### src/rtl/lc3b_types.sv
// rtl/lc3b_types.sv - shared LC-3b types, opcode constants and fetch FSM states
package lc3b_types;

    typedef logic [15:0] lc3b_word;
    typedef logic [3:0]  lc3b_opcode;

    localparam lc3b_opcode op_br   = 4'b0000;
    localparam lc3b_opcode op_jsr  = 4'b0100;
    localparam lc3b_opcode op_jmp  = 4'b1100;
    localparam lc3b_opcode op_trap = 4'b1111;

    typedef logic [1:0] fetch_state_t;

    localparam fetch_state_t st_req  = 2'd0;
    localparam fetch_state_t st_idle = 2'd1;
    localparam fetch_state_t st_drop = 2'd2;

    // Instructions that may change the PC flow (used by predecode)
    function automatic logic is_ctrl_flow(input lc3b_word instr);
        lc3b_opcode op;
        op = instr[15:12];
        return (op == op_br) || (op == op_jmp) || (op == op_jsr) || (op == op_trap);
    endfunction

endpackage

### src/rtl/fetch_fifo.sv
// rtl/fetch_fifo.sv - power-of-two circular queue with push/pop/flush and registered head
module fetch_fifo #(
    parameter int DEPTH = 4,
    parameter int WIDTH = 32
) (
    input  logic                       clk,
    input  logic                       rst,
    input  logic                       push,
    input  logic [WIDTH-1:0]           push_data,
    input  logic                       pop,
    input  logic                       flush,
    output logic                       head_valid,
    output logic [WIDTH-1:0]           head_data,
    output logic [$clog2(DEPTH+1)-1:0] count
);

    localparam int AW = $clog2(DEPTH);
    localparam int CW = $clog2(DEPTH+1);

    logic [WIDTH-1:0] mem [DEPTH];
    logic [AW-1:0]    rd_ptr;
    logic [AW-1:0]    wr_ptr;
    logic             push_eff;
    logic             pop_eff;

    // Flush wins over both push and pop in the same cycle
    assign push_eff   = push && !flush;
    assign pop_eff    = pop && head_valid && !flush;
    assign head_valid = (count != '0);
    assign head_data  = mem[rd_ptr];

    always_ff @(posedge clk or posedge rst) begin
        if (rst) begin
            rd_ptr <= '0;
            wr_ptr <= '0;
            count  <= '0;
            for (int i = 0; i < DEPTH; i++) begin
                mem[i] <= '0;
            end
        end else if (flush) begin
            rd_ptr <= '0;
            wr_ptr <= '0;
            count  <= '0;
        end else begin
            if (push_eff) begin
                mem[wr_ptr] <= push_data;
                wr_ptr      <= wr_ptr + 1'b1;
            end
            if (pop_eff) begin
                rd_ptr <= rd_ptr + 1'b1;
            end
            case ({push_eff, pop_eff})
                2'b10:   count <= count + 1'b1;
                2'b01:   count <= count - 1'b1;
                default: count <= count;
            endcase
        end
    end

    always_ff @(posedge clk) begin
        if (!rst && push_eff) begin
            assert (count != CW'(DEPTH));
        end
    end

endmodule

### src/rtl/lc3b_fetch_unit.sv
// rtl/lc3b_fetch_unit.sv - decoupled LC-3b fetch stage (PC, fetch FSM, queue); LC3B_FETCH_PREDECODE_EN adds deq_ctrl_flow
module lc3b_fetch_unit
    import lc3b_types::*;
#(
    parameter int       DEPTH    = 4,
    parameter lc3b_word RESET_PC = 16'h0000
) (
    input  logic                       clk,
    input  logic                       reset,
    output logic                       imem_read,
    output logic [15:0]                imem_address,
    input  logic                       imem_resp,
    input  logic [15:0]                imem_rdata,
    input  logic                       redirect,
    input  logic [15:0]                redirect_pc,
    output logic                       deq_valid,
    output logic [15:0]                deq_instr,
    output logic [15:0]                deq_pc,
    input  logic                       deq_ready,
    output logic [$clog2(DEPTH+1)-1:0] count
`ifdef LC3B_FETCH_PREDECODE_EN
    ,
    output logic                       deq_ctrl_flow
`endif
);

    localparam int CW = $clog2(DEPTH+1);
`ifdef LC3B_FETCH_PREDECODE_EN
    localparam int EW = 33;
`else
    localparam int EW = 32;
`endif

    fetch_state_t   state;
    fetch_state_t   state_d;
    lc3b_word       pc;
    lc3b_word       drop_addr;
    logic           push;
    logic           pop;
    logic           has_room;
    logic [CW:0]    occ_next;
    logic [EW-1:0]  push_data;
    logic [EW-1:0]  head_data;

    assign push = (state == st_req) && imem_resp && !redirect;
    assign pop  = deq_valid && deq_ready && !redirect;

    // Occupancy after this cycle's enqueue/dequeue decides whether to keep fetching
    assign occ_next = {1'b0, count} + {{CW{1'b0}}, push} - {{CW{1'b0}}, pop};
    assign has_room = occ_next < (CW+1)'(DEPTH);

`ifdef LC3B_FETCH_PREDECODE_EN
    assign push_data     = {is_ctrl_flow(imem_rdata), pc, imem_rdata};
    assign deq_ctrl_flow = head_data[32];
`else
    assign push_data = {pc, imem_rdata};
`endif
    assign deq_instr = head_data[15:0];
    assign deq_pc    = head_data[31:16];

    assign imem_read    = (state != st_idle);
    assign imem_address = (state == st_drop) ? drop_addr : pc;

    always_comb begin
        state_d = state;
        case (state)
            st_req: begin
                if (redirect) begin
                    state_d = imem_resp ? st_req : st_drop;
                end else if (imem_resp && !has_room) begin
                    state_d = st_idle;
                end
            end
            st_idle: begin
                if (redirect || has_room) begin
                    state_d = st_req;
                end
            end
            st_drop: begin
                if (!redirect && imem_resp) begin
                    state_d = st_req;
                end
            end
            default: state_d = st_req;
        endcase
    end

    always_ff @(posedge clk or posedge reset) begin
        if (reset) begin
            state     <= st_req;
            pc        <= RESET_PC;
            drop_addr <= RESET_PC;
        end else begin
            state <= state_d;
            if (redirect) begin
                pc <= {redirect_pc[15:1], 1'b0};
                // The abandoned read keeps its address on the bus until it completes
                if (state == st_req && !imem_resp) begin
                    drop_addr <= pc;
                end
            end else if (push) begin
                pc <= pc + 16'd2;
            end
        end
    end

    fetch_fifo #(
        .DEPTH (DEPTH),
        .WIDTH (EW)
    ) u_fifo (
        .clk        (clk),
        .rst        (reset),
        .push       (push),
        .push_data  (push_data),
        .pop        (pop),
        .flush      (redirect),
        .head_valid (deq_valid),
        .head_data  (head_data),
        .count      (count)
    );

endmodule
### config.mk
export PLATFORM = sky130hd
export DESIGN_NAME = lc3b_fetch_unit
export DESIGN_NICKNAME = d
export VERILOG_FILES = /design/src/rtl/lc3b_types.sv /design/src/rtl/fetch_fifo.sv /design/src/rtl/lc3b_fetch_unit.sv
export SDC_FILE = /design/constraint.sdc
export NUM_CORES = 1
export LEC_CHECK = 0
export ABC_AREA = 1
export BUFFER_PORTS_ARGS = -buffer_cell sky130_fd_sc_hd__buf_2
export CAP_MARGIN = 5
export CORE_MARGIN = 4
export CORE_UTILIZATION = 55
export CTS_BUF_LIST = sky130_fd_sc_hd__clkbuf_2 sky130_fd_sc_hd__clkbuf_4 sky130_fd_sc_hd__clkbuf_8
export DETAILED_ROUTE_END_ITERATION = 10
export PLACE_DENSITY = 0.76
export SETUP_SLACK_MARGIN = 0.4
export SYNTH_ARGS = -nofsm -noshare
export SYNTH_HDL_FRONTEND = slang
export SYNTH_SLANG_ARGS = --single-unit
### constraint.sdc
create_clock -name clk -period 5.4 [get_ports clk]
set_clock_uncertainty 0.05 [all_clocks]
set_input_delay 0.54 -clock clk [delete_from_list [all_inputs] [get_ports clk]]
set_output_delay 0.54 -clock clk [all_outputs]
set_load 0.05 [all_outputs]
### Word level (Yosys, flattened, before mapping)

Index checks and enable logic that the tools add are counted.

* shift operators: 0
* reduce and logical (&&, ||, !) cells: 24
* muxes and demuxes: 21
* equal/unequal tests: 8
* add/subtract/negate cells: 7
* bitwise operators: 3
* multipliers: 0
* divide/modulo/power cells: 0
* $lt $le $gt $ge: 4

Operators with widths (number)
* bitwise mux 128 bit: 1
* 2-to-1 mux 32 bit: 3
* binary-select mux 32 bit (select 2 bit): 1
* demux 32 bit (select 2 bit): 1
* 2-to-1 mux 16 bit: 3
* 2-to-1 mux 2 bit: 9
* adder 16 x 2 -> 16 bit, second input constant: 1
* logical AND 1 bit: 11
* greater-or-equal comparator 3 bit, second input constant: 2
* inverter 2 -> 3 bit: 2
* case mux 2 bit (3 select lines): 1
* case mux 3 bit (2 select lines): 1
* nonzero test 2 bit: 3
* nonzero test 3 bit: 2
* adder 2 x 1 -> 2 bit, second input constant: 2
* adder 3 x 1 -> 4 bit: 1
* equality test 2 x 1 -> 1 bit, second input constant: 2
* equality test 2 bit, second input constant: 2
* less-than comparator 4 x 3 -> 1 bit, second input constant: 1
* inequality test 2 x 1 -> 1 bit, second input constant: 2
* AND reduction 2 bit: 2
* subtractor 4 x 1 -> 4 bit: 1
* adder 3 x 1 -> 3 bit, second input constant: 1
* logical NOT 1 bit: 3
* 9 further kinds: 9

* bits in latches: 0
* logic and storage cells: 77
* bits in read-only memories: 0
* memories: 0
* output and inout bits: 53
* bits in writable memories: 0
* register bits: 169
* bits of input ports: 37

### Longest topological paths before layout

* word-level depth: 11
* depth in mapped cells: 15
* mapped depth without buffers: 15

### Hierarchy

From an unflattened synthesis, not the netlist that was laid out.

* cell total of the unflattened synthesis: 946
* area, all modules: 8149.1 sq um

Modules (own cells, without submodules)
* fetch_fifo: seq. area each 3378.2 sq um, cells an instance 682, instances 1, area an instance 6192.2 sq um
* lc3b_fetch_unit: seq. area each 800.8 sq um, cells an instance 264, instances 1, area an instance 1956.9 sq um

### Worst setup path before layout

OpenSTA, ideal clock, no wires.

* path kind: reg2reg
* start: reg u_fifo.count[1]
* end: reg state[0]
* arrival: 2558 ps
* period minus slack after synthesis: 2730 ps
* buffers on the path: 0
* library setup time: 121 ps
* data required time: 5229 ps
* setup slack: 2670 ps
* cell stages (with the launch flop): 15
* cells stage by stage: dfrtp_1 inv_1 nand3_1 nand2_1 nor2_1 ha_1 inv_1 ha_1 inv_1 nor2_1 nand3_1 a21oi_1 nand2_1 o2111ai_1 inv_1

* word-level cells in the longest chain between the ends: 9
* elaborated cells between the ends (all ways): 12
* classes of those cells: 2 x add/sub; 1 x order compare; 2 x eq/ne; 7 x reduce/logical

RTL lines
* from (decl): RTL line fetch_fifo.sv:14 `output logic [$clog2(DEPTH+1)-1:0] count`
* from (signal assigned): RTL line fetch_fifo.sv:53 `2'b10: count <= count + 1'b1;`
* from (signal assigned): RTL line fetch_fifo.sv:54 `2'b01: count <= count - 1'b1;`
* from (signal assigned): RTL line fetch_fifo.sv:55 `default: count <= count;`
* nonzero test 3 bit *: RTL line fetch_fifo.sv:29 `assign head_valid = (count != '0);`
* net deq_valid: RTL line lc3b_fetch_unit.sv:16 `output logic deq_valid,`
* logical AND 1 bit * (2 in series): RTL line lc3b_fetch_unit.sv:46 `assign pop = deq_valid && deq_ready && !redirect;`
* subtractor 4 x 1 -> 4 bit *: RTL line lc3b_fetch_unit.sv:49 `assign occ_next = {1'b0, count} + {{CW{1'b0}}, push} - {{CW{1'b0}}, pop};`
* less-than comparator 4 x 3 -> 1 bit *: RTL line lc3b_fetch_unit.sv:50 `assign has_room = occ_next < (CW+1)'(DEPTH);`
* logical NOT 1 bit: RTL line lc3b_fetch_unit.sv:70 `end else if (imem_resp && !has_room) begin`
* logical AND 1 bit: RTL line lc3b_fetch_unit.sv:70
* inequality test 3 x 2 -> 1 bit (no line)
* AND reduction 3 bit (no line) *
* to (signal assigned): RTL line lc3b_fetch_unit.sv:90 `state <= st_req;`
* to (signal assigned): RTL line lc3b_fetch_unit.sv:94 `state <= state_d;`
* to (decl): RTL line lc3b_fetch_unit.sv:34 `fetch_state_t state;`

Mark *: on every way through the listed nets, which the timed path passes. The rest lies on a longest branch.
A chain may end at the register's enable or synchronous reset.

### Worst setup path in the final report

* start: reg u_fifo.rd_ptr[0]
* end: out deq_pc[2]

* word-level cells in the longest chain between the ends: 4

RTL lines
* from (decl): RTL line fetch_fifo.sv:21 `logic [AW-1:0] rd_ptr;`
* from (signal assigned): RTL line fetch_fifo.sv:50 `rd_ptr <= rd_ptr + 1'b1;`
* inverter 2 -> 3 bit (not written as such): RTL line fetch_fifo.sv:30 `assign head_data = mem[rd_ptr];`
* binary-select mux 32 bit (select 2 bit): RTL line fetch_fifo.sv:30
* 2-to-1 mux 32 bit (not written as such) (2 in series): RTL line fetch_fifo.sv:30
* to (decl): RTL line lc3b_fetch_unit.sv:18 `output logic [15:0] deq_pc,`

No other way between the ends. The select of a mux whose other input is x is not followed.

==> out/qor.yml <==
status:
  outcome: "finished, final reports clean"
worst_setup_path:
  path_class: "flip-flop to primary output"
  cpMaxStageDelayCell: "inv_2"
  crit_buf_inv: 2
  cp.required_ps: 4810
  cp_top_family: "buffers and inverters"
  cp-end-kind: "primary output"
  crit_path_cell_trace: "inv_2, o21ai_0, o22ai_1, buf_2"
  cp_max_fo: 63
  startpoint_type: "flip-flop"
  worstPathArrival_ps: 2440
  max_stage_delay_ps: 770
clocking:
  cts.sinks: 163
  numCtsBuffers: 17
  clk_latency_ps: 450
  cts_max_level: 4
  cts-root-buf: "clkbuf_8"
  cts.clk_slew.worst_paths_ps: 80
  cts_setup_buffers: 0
  ctsResizeCount: 0
  clk_path_buf_depth: 2
  cts_hold_buf: 0
  cts_tree: "built"
timing:
  worst_pin_slew_ps: 1090
  clock.fmax_ghz: 0.330
  grt_setup_unrepaired: "no"
  finalHoldViolations: 0
  slew_headroom: 0.274
  period_needed_ps: 3030
  setup_violations: 0
  slew_viol_final: 0
  fin_setup_tns_ps: 0
  final.period_utilization: 0.560
route:
  detail_route.iter0.violations: 545
  drcViolationCount: 0
  antenna_left: 0
  drt-total-wl_um: 16900
  dr.pass1.iters: 5
  post_drt_wl_per_cell_um: 15.1
  vias: 6149
  via_per_inst: 5.49
grt:
  grt_max_degree: 102
  grt_antenna_before_repair: 0
  track_usage: 0.219
  overflow: 0
  grt_pass1_wl_um: 28400
  grt_pass1_vias: 5776
layout:
  nets: 981
  post-route-cell-area_um2: 8320
  nFillCells: 1248
  layout-drive-gt1-share: 0.148
  antenna_cells: 0
  fin_cells: 1121
  area_growth_syn_to_layout_pct: 9.15
die:
  initial_core_util: 0.569
  coreArea_um2: 13400
  die_x_um: 126
  die_height_um: 126
  num_rows: 42
  num_io_pins: 90
  die-area_um2: 15800
power_and_ir_drop:
  cellLeakagePower_nw: 4.12
  ir_worst_vdd_v: 0.000403
  power_w: 0.00529
  power_density_nw_per_um2: 635
synth:
  postSynth.asyncResetShare: 1.00
  synthesis.area_um2: 7630
  synth_common_cells: "nand2_1 (181), dfrtp_1 (163), o21ai_1 (126)"
  ys_ff_latch: 163
  yosysSeqAreaShare: 0.535
  syn_inst: 882
  synth_area_per_cell_um2: 8.65
  yosysWarnings: 0
  ys.flop_type: "dfrtp_1"
  synth_area_leader_cell: "dfrtp_1"
  synth_edf_count: 0
  synthDistinctLibCells: 36
  synth_top_cell_area_share: 0.535
  synth_most_common_cell: "nand2_1"
  synth.area.top_cells: "dfrtp_1 (53%), nand2_1 (8.9%), o21ai_1 (8.3%)"
min_path:
  hold_class: "primary input to async pin"
placed_design:
  placed_area_um2: 7950
  io_buffers: 86
  gp_congestion: 0.823
  place_hpwl_um: 10300
  place_inst: 1092
run:
  drv_cap: 0
placed cells by master (no fill, tap or decap), types with 3 or more instances in the layout:
cell type / n
nand2_1: 181
dfrtp_1: 162
o21ai_1: 126
nor2_1: 91
o21ai_0: 90
buf_2: 86
inv_1: 50
o22ai_1: 32
a21oi_1: 21
clkbuf_8: 20
nand3_1: 14
xor2_1: 10
ha_1: 8
nand2_4: 6
o221ai_1: 5
clkinv_2: 4
buf_4: 4
nor2_4: 3
inv_2: 3
nor3_1: 3
clkbuf_4: 3
worst paths after layout:
kind	endpoint	slack [ps]	startpoint	cells past startpoint
max reg2reg	state[0]	3270	u_fifo.count[1]	14
min	u_fifo.mem[55]	230	reset	2
max in group asynchronous	u_fifo.mem[35]	4070	reset	3
min in group clk	pc[14]	260	redirect_pc[14]	3
min reg2reg	u_fifo.mem[64]	440	u_fifo.mem[64]	2
max	deq_pc[2]	2370	u_fifo.rd_ptr[0]	4
worst register-to-register path, stage by stage (launching register included):
cell       delay, ps
dfrtp_1          430
inv_1            110
nand3_1          110
nand2_1          120
nor2_1           180
ha_1             170
inv_1             40
ha_1             250
inv_1             30
nor2_1            80
nand3_1          110
a21oi_1          150
nand2_1           60
o2111ai_1         70
inv_1             60
power breakdown:
group          switching (W)  internal, W
clock               0.000414     0.000453
combinational        0.00190     0.000638
sequential          0.000236      0.00165
state kept, by name, summed over array words and instances, names as in the netlist:
signal / flops
pc: 15
state: 2
drop_addr: 15
u_fifo.rd_ptr: 2
u_fifo.count: 3
u_fifo.mem: 124
u_fifo.wr_ptr: 2
layout make-up:
type	instances	area (um^2)	area share
Multi-Input combinational cell	608	2970	0.357
Clock inverter	6	80.1	0.00962
Clock buffer	23	298	0.0358
Inverter	55	216	0.0260
Tap cell	176	220	0.0265
Timing Repair Buffer	90	460	0.0553
Sequential cell	163	4080	0.490
metrics by stage:
step	hold slack, ps	worst slack (ps)	utilization
3_3_place_gp	416	2820	0.593
6_report	233	2370	0.621
2_1_floorplan	404	405	-
3_5_place_dp	423	2780	0.593
4_1_cts	237	2340	0.621
5_1_grt	247	2230	0.621
kinds of logic (layout without fill, tap and decap cells):
logic type / count (synthesis) / count (layout) / synth area share
AO/OA/AOI/OAI: 280 / 280 / 0.194
buffers and inverters: 112 / 174 / 0.0763
XOR/XNOR: 11 / 11 / 0.0126
adder cells (fa/ha/maj): 9 / 9 / 0.0158
flip-flops: 163 / 163 / 0.535
AND/OR/NAND/NOR: 306 / 306 / 0.166
other: 1 / 2 / 0.000492
metal layers:
layer | track usage | part of all wire | vias to the layer above
li1 | - | - | 3036
met1 | 0.314 | 0.48 | 2952
met2 | 0.342 | 0.46 | 139
met3 | 0.0436 | 0.045 | 22
met4 | 0.0637 | 0.012 | 0
met5 | 0 | 0 | -
Note: power is estimated with default switching activity, not from simulation.
